<file path="config.mk">
export PLATFORM = sky130hd
export DESIGN_NAME = inst_queue
export DESIGN_NICKNAME = d
export VERILOG_FILES = /design/src/rtl/inst_queue.sv
export SDC_FILE = /design/constraint.sdc
export NUM_CORES = 1
export LEC_CHECK = 0
export BUFFER_PORTS_ARGS = -buffer_cell sky130_fd_sc_hd__buf_4
export CAP_MARGIN = 20
export CORE_MARGIN = 2
export CORE_UTILIZATION = 30
export CTS_CLUSTER_SIZE = 12
export DETAILED_ROUTE_END_ITERATION = 6
export HOLD_SLACK_MARGIN = 0.06
export PLACE_DENSITY_LB_ADDON = 0.08
export SYNTH_ARGS = -nofsm -noshare
export SYNTH_HDL_FRONTEND = slang
export SYNTH_SLANG_ARGS = --single-unit
</file>
<file path="constraint.sdc">
create_clock -name clk -period 8.1 [get_ports clk]
set_clock_uncertainty 0.1 [all_clocks]
set_input_delay 1.62 -clock clk [delete_from_list [all_inputs] [get_ports clk]]
set_output_delay 1.62 -clock clk [all_outputs]
set_load 0.03 [all_outputs]
</file>
<file path="src/rtl/inst_queue.sv">
// Instruction queue between fetch and decode: circular buffer with flush.
// Define INST_QUEUE_BYPASS_EN to let an entry pass through an empty queue in the same cycle.
module inst_queue #(
  parameter int DEPTH  = 4,
  parameter int DATA_W = 64,
  parameter int CNT_W  = $clog2(DEPTH) + 1
) (
  input  logic              clk,
  input  logic              resetn,
  input  logic              in_valid,
  input  logic [DATA_W-1:0] in_data,
  output logic              in_ready,
  output logic              out_valid,
  output logic [DATA_W-1:0] out_data,
  input  logic              out_ready,
  input  logic              flush,
  output logic [CNT_W-1:0]  count
);

  localparam int PTR_W = (DEPTH > 1) ? $clog2(DEPTH) : 1;

  logic [DATA_W-1:0] mem [DEPTH];
  logic [PTR_W-1:0]  wp_reg, wp_next;
  logic [PTR_W-1:0]  rp_reg, rp_next;
  logic [CNT_W-1:0]  count_reg, count_next;
  logic              empty;
  logic              bypass_take;
  logic              push_en;
  logic              pop_en;

  assign empty    = (count_reg == '0);
  // Depends only on stored occupancy, never on out_ready.
  assign in_ready = (count_reg != CNT_W'(DEPTH));
  assign count    = count_reg;

`ifdef INST_QUEUE_BYPASS_EN
  // Empty queue with a ready consumer: the entry flows straight through, nothing is stored.
  assign bypass_take = empty & in_valid & out_ready & ~flush;
  assign out_valid   = empty ? (in_valid & ~flush) : ~flush;
  assign out_data    = empty ? in_data : mem[rp_reg];
`else
  assign bypass_take = 1'b0;
  assign out_valid   = ~empty & ~flush;
  assign out_data    = mem[rp_reg];
`endif

  assign push_en = in_valid & in_ready & ~flush & ~bypass_take;
  assign pop_en  = out_valid & out_ready & ~flush & ~empty;

  always_comb begin
    wp_next    = wp_reg;
    rp_next    = rp_reg;
    count_next = count_reg;
    if (flush) begin
      wp_next    = '0;
      rp_next    = '0;
      count_next = '0;
    end else begin
      if (push_en) wp_next = wp_reg + PTR_W'(1);
      if (pop_en)  rp_next = rp_reg + PTR_W'(1);
      case ({push_en, pop_en})
        2'b10:   count_next = count_reg + CNT_W'(1);
        2'b01:   count_next = count_reg - CNT_W'(1);
        default: count_next = count_reg;
      endcase
    end
  end

  always_ff @(posedge clk) begin
    if (!resetn) begin
      wp_reg    <= '0;
      rp_reg    <= '0;
      count_reg <= '0;
    end else begin
      wp_reg    <= wp_next;
      rp_reg    <= rp_next;
      count_reg <= count_next;
    end
  end

  // Storage is deliberately not reset; only the pointers define validity.
  generate
    for (genvar gi = 0; gi < DEPTH; gi++) begin : g_entry
      always_ff @(posedge clk) begin
        if (push_en && (wp_reg == PTR_W'(gi))) mem[gi] <= in_data;
      end
    end
  endgenerate

endmodule
</file>
==> implementation parameters, run 1 <==
Parameter                              Value

Timing
  Final number of hold-violating endpoints ... 0
  Final-report max-slew violation count ... 0
  Setup TNS ... 0 ps
  Slew at the pin with the worst max-slew slack ... between 1000 and 1500 ps
  Top achievable clock speed ... 216 MHz
  Fin worst setup slack ... 3460 ps
  Final worst-path cycle share ... a little under three fifths
  Setup repair after global routing missed its margin ... no
  Final-report setup violation count ... 0
  Worst slew margin relative to its limit ... 28.3%
  Crit path time final ... ~4600 ps

Global route
  Pin count of the biggest net entering global routing ... 65
  Most Crowded Layer GR ... met2
  Antenna violations before repair ... 1
  GR Util met1 ... 14.1%
  Overall routing resource usage ... 11.7%
  Global-route wire length before repair ... 29.5 mm
  Overflow left after global routing ... 0
  Fraction of met2 tracks used by global routing ... 20.5%
  Met3 Resource Use GR ... 3.40%
  Number of global-route vias before repair ... 4998

Drt
  Wirelength per Cell ... roughly 20 microns
  Via count ... ~4500
  Drt total wl ... 19.8 mm
  Number of DRC violations after detailed routing ... 0
  ANT nets after route ... 0
  Via density ... 4.40
  TritonRoute pass-1 iters ... 4
  Number of DRC markers in iteration 0 ... 207

Critical path
  Required time reported for the critical path endpoint ... 6380 ps
  Type of origin of the critical path ... flop
  Cells along the critical path ... buf_4 > mux4_1 > buf_4
  Worst-case register-to-register setup slack ... 5550 ps
  Worst-path cell with the longest stage delay ... dfxtp_4
  Critical path start-end classification ... flop to output pin
  Cell count of the worst reg-to-reg path ... 9
  Critical Path Most Common Cell ... buf_4
  Largest stage delay on the critical path ... 860 ps
  Crit end category ... output pin
  R2r endpoint ... count[2]
  Data arrival, critical path ... 2920 ps
  Largest fanout on the critical path ... 36
  Source of the worst register-to-register timing path ... count[2]

Outcome
  Result of the run ... completed

Worst hold path
  HP Start ... rp_reg[0]
  Class of the most critical hold timing path ... flop to flop
  Worst Hold Path Cells ... 2

Logic synthesis
  Most frequent cells after synthesis ... 256 x edfxtp_1, 60 x mux4_2, 9 x dfxtp_1
  Post-synth EDFFs ... ~260
  Average instance area after synthesis ... 25.1 sq um
  Most common cell in the synthesized netlist ... edfxtp_1
  Number of different library cells in the post-synthesis netlist ... 26
  Net count after synthesis ... between 400 and 500
  Area share of the largest cell type after synthesis ... approximately four fifths
  Number of synthesis warnings ... 0
  Async set-or-reset flop fraction in the synthesized netlist ... 0%
  Prevailing post-synth register cell ... edfxtp_1
  Cell accounting for the most synthesized area ... edfxtp_1
  Post-Syn Instances ... 391
  Largest cells by area after synthesis ... edfxtp_1 78%, mux4_2 14%, dfxtp_1 1.8%
  Post-synthesis instance area ... 9810 sq um
  Seq/Total Area, Yosys ... 80.2%
  Number of synthesized register bits ... 265

Clocking
  Largest buffer count on any clock path ... 3
  Master cell of the clock root buffer ... clkbuf_16
  Post-CTS setup repair buffer count ... 0
  Number of buffers added by the clock tree synthesis step ... 28
  Clock insertion delay at the later pin of the skew report ... between 500 and 600 ps
  Clock transition at the registers of the reported paths ... approximately 60 ps
  Post-CTS Hold Buffers ... 0
  Post-CTS Resized ... 0
  Clock tree from TritonCTS ... yes
  Clk sink count ... 265
  Count of H-tree levels built during CTS ... 1

Final layout
  Synth-to-Final Area Change ... 24.7%
  Max FFs per register ... 256
  Antenna diodes ... 0
  Fraction of layout instances using a drive strength above 1 ... 43.3%
  Number of fill cells in the layout ... between 3000 and 4000
  Number of nets in the final layout ... 624

Die
  Horizontal die dimension ... between 150 and 200 microns
  DIE HEIGHT ... 185 microns
  Row cnt ... 66
  Core ar. ... 32400 sq um
  Floorplan die area ... 34200 sq um
  I/O Pins ... 138
  Initial standard-cell utilization of the core ... 30.3%

Power and ir drop
  Power density over the cells ... 234 nW/um^2
  Peak supply drop ... 0.145 mV
  Lkg Pwr ... 3.98 nW

Place
  Worst setup timing slack at the placement stage ... 3860 ps
  Hpwl dp ... ~11 mm
  Count of input and output buffers ... about 140
  Final weighted congestion of routability-driven global placement ... just under 0.7

Run
  # Max-Cap Violations ... 0
cell families (layout without fill, tap and decap cells):
kind of cell / Yosys count / in the layout / share of synthesized area (%)
flip-flops: 265 / 265 / 80.2
adder cells (fa/ha/maj): 6 / 6 / 0.842
multiplexers: 66 / 66 / 15.1
buffers and inverters: 22 / 201 / 2.00
AND/OR/NAND/NOR: 21 / 21 / 1.25
AO/OA/AOI/OAI: 9 / 9 / 0.459
XOR/XNOR: 2 / 2 / 0.179
power breakdown:
group	internal, W	switching [W]	leakage (nW)	total (W)
logic	0.0000594	0.0000770	1.16	0.000136
clock network	0.000707	0.000486	0.429	0.00119
registers	0.00153	0.00000547	2.40	0.00153
total	0.00229	0.000569	3.98	0.00286
critical path, delay by kind of cell, from the launching register on:
kind,cells,cell delay [ps]
flops,1,860
mux,1,640
buf+inv,2,820
worst max-delay path by stage:
stage                        end     start  slack [ps]
detailed placement   out_data[0]      flop        3860
global placement    out_data[63]      flop        3850
global route         out_data[0]      flop        3170
floorplan              mem[0][0]  in_valid        4060
finish               out_data[0]      flop        3460
CTS                  out_data[0]      flop        3290
stage by stage:
stage                     cells  hold WS (ps)  power [W]  cell area, sq um  util [%]
after floorplan             391           359    0.00162              9810         -
after global placement      957           365    0.00169             11200      34.7
after detailed placement    961           387    0.00170             11400      35.1
after CTS                  1012           404    0.00291             12200      37.8
after global routing       1012           433    0.00297             12200      37.8
final                      1012           400    0.00286             12200      37.8
area by class of cell:
class	instances	area [sq um]	area share (%)
Sequential cell	265	7880	64.4
Tap cell	442	553	4.52
Inverter	8	30.0	0.246
Clock buffer	45	846	6.92
Multi-Input combinational cell	104	1750	14.3
Timing Repair Buffer	142	1150	9.37
Clock inverter	6	26.3	0.215
cells in the final DEF (no fill, tap or decap), types with 5 or more instances in the layout:
master	instances
a21oi_1	5
buf_4	138
clkbuf_1	10
clkbuf_16	29
clkbuf_8	6
dfxtp_1	7
edfxtp_1	256
ha_1	5
inv_1	8
mux4_2	60
routing by layer:
layer / vias to the layer above / wire length [microns]
met2: 108 / 10200
met5: - / 0
li1: 1980 / -
met3: 29 / 1350
met1: 2337 / 7850
met4: 0 / 387
No activity file was read; power rests on OpenSTA's default activity.
==> inputs of run 2 (changes only) <==
clock period = 4.42 ns   (was 8.1 ns; I/O delays follow)
==> implementation parameters, run 2 (synthesized netlist as in run 1, its figures left out) <==
Parameter                              Value

Timing
  Final-report setup violation count ... 0
  Final-report max-slew violation count ... 0
  Fin worst setup slack ... around 1000 ps
  Final number of hold-violating endpoints ... 0
  Setup repair after global routing missed its margin ... no
  Top achievable clock speed ... a little under 300 MHz
  Slew at the pin with the worst max-slew slack ... 1040 ps
  Final worst-path cycle share ... 77.2%
  Worst slew margin relative to its limit ... 30.7%
  Crit path time final ... 3410 ps
  Setup TNS ... 0 ps

Critical path
  Critical path start-end classification ... flop to output pin
  Type of origin of the critical path ... flop
  Data arrival, critical path ... 2430 ps
  Largest fanout on the critical path ... 23
  Required time reported for the critical path endpoint ... 3440 ps
  Crit end category ... output pin

Drt
  Number of DRC markers in iteration 0 ... ~320
  Wirelength per Cell ... 19.4 microns
  Via density ... 4.34
  Drt total wl ... slightly below 20 mm
  Via count ... 4405
  ANT nets after route ... 0
  TritonRoute pass-1 iters ... 4
  Number of DRC violations after detailed routing ... 0

Clocking
  Clock tree from TritonCTS ... yes
  Post-CTS setup repair buffer count ... 0
  Count of H-tree levels built during CTS ... 1
  Clock transition at the registers of the reported paths ... 60 ps
  Number of buffers added by the clock tree synthesis step ... 29
  Clock insertion delay at the later pin of the skew report ... 530 ps
  Clk sink count ... roughly 270
  Post-CTS Hold Buffers ... 0
  Largest buffer count on any clock path ... 3
  Master cell of the clock root buffer ... clkbuf_16
  Post-CTS Resized ... 0

Final layout
  Max FFs per register ... 256
  Synth-to-Final Area Change ... 25.2%
  Fraction of layout instances using a drive strength above 1 ... 43.6%
  Cell Count, Final, Fillers Out ... just over 1000
  Final instance area ... 12300 sq um
  Highest-count cells in the layout ignoring fill and taps ... 256 x edfxtp_1, 138 x buf_4, 60 x mux4_2, 29 x clkbuf_16
  Number of nets in the final layout ... 625
  Most common library cell in the layout ignoring fill and taps ... edfxtp_1

Place
  Worst setup timing slack at the placement stage ... 1420 ps
  Hpwl dp ... 11.0 mm
  Count of input and output buffers ... 137
  Standard cell area after detailed placement ... 11300 sq um
  Final weighted congestion of routability-driven global placement ... 0.738
  Cell count after placement ... about 960

Die
  DIE HEIGHT ... 185 microns
  Core ar. ... 32400 sq um
  Horizontal die dimension ... ~180 microns
  I/O Pins ... 138
  Initial standard-cell utilization of the core ... 30.3%
  Row cnt ... 66
  Floorplan die area ... 34200 sq um

Worst hold path
  Class of the most critical hold timing path ... flop to flop

Power and ir drop
  Switching power summed over all nets ... 0.00107 W
  Reg power frac ... 51.7%
  Power density over the cells ... 441 nW/um^2
  Sw Share ... between 10% and 20%
  Part of the power in combinational logic ... 4.6%
  Final Power ... between 0.005 and 0.006 W
  Internal portion of total power ... 0.00435 W
  Lkg Pwr ... around 4.0 nW
  Peak supply drop ... 0.275 mV
  Clock share of power ... 43.6%

Run
  # Max-Cap Violations ... 0

Global route
  Overall routing resource usage ... 11.7%
  Overflow left after global routing ... 0
  Number of global-route vias before repair ... between 4000 and 5000
  Pin count of the biggest net entering global routing ... between 60 and 70
  Global-route wire length before repair ... roughly 30 mm
  Antenna violations before repair ... 1

Outcome
  Result of the run ... completed
run 2: cell types whose count changed in the layout (fill, tap and decap cells not counted):
cell,before,now
clkbuf_8,6,1
bufinv_16,0,4
buf_12,0,2
buf_16,4,2
clkbuf_1,10,8
clkinv_2,3,5
clkinv_1,3,4
diode_2,0,1
inv_6,0,1
run 2: layer usage:
metal  vias up  routed length [microns]  global-route usage, %
met2       106                    10100                   20.5
met4         0                      318                   3.11
li1       1979                        -                      -
met3        28                     1240                   3.28
met1      2292                     8020                   14.0
met5         -                        0                      0
run 2: per-stage QoR:
step                      utilization, %  hold WS [ps]
after floorplan                        -           359
after global placement              34.8           375
after detailed placement            34.8           382
after CTS                           37.7           394
after global routing                37.9           409
final                               37.9           391
run 2: critical path, stage by stage, from the launching register on:
cell	delay, ps
dfxtp_4	680
buf_4	430
mux4_2	560
buf_4	190
run 2: path summary, 6_finish.rpt:
check	startpoint	slack [ps]	end	cells past startpoint
max	flop	1010	out_data[23]	3
min	rp_reg[1]	390	flop	2
max reg2reg	count[2]	1960	count[2]	9
min reg2reg	rp_reg[1]	390	flop	2
run 2: cell type report:
type,instances,area (sq um)
antenna,1,2.50
tap,442,553
fill,2999,20100
sequential,265,7880
clock inverter,14,169
timing repair buffer,142,1130
multi-input combinational,104,1750
inverter,8,30.0
clock buffer,38,769
run 2: power by group through the flow:
stage | clock network (W) | registers [W] | logic (W)
global placement | 0 | 0.00286 | 0.000249
finish | 0.00237 | 0.00281 | 0.000251
global route | 0.00256 | 0.00281 | 0.000271
detailed placement | 0 | 0.00286 | 0.000254
floorplan | 0 | 0.00286 | 0.000116
CTS | 0.00245 | 0.00281 | 0.000255
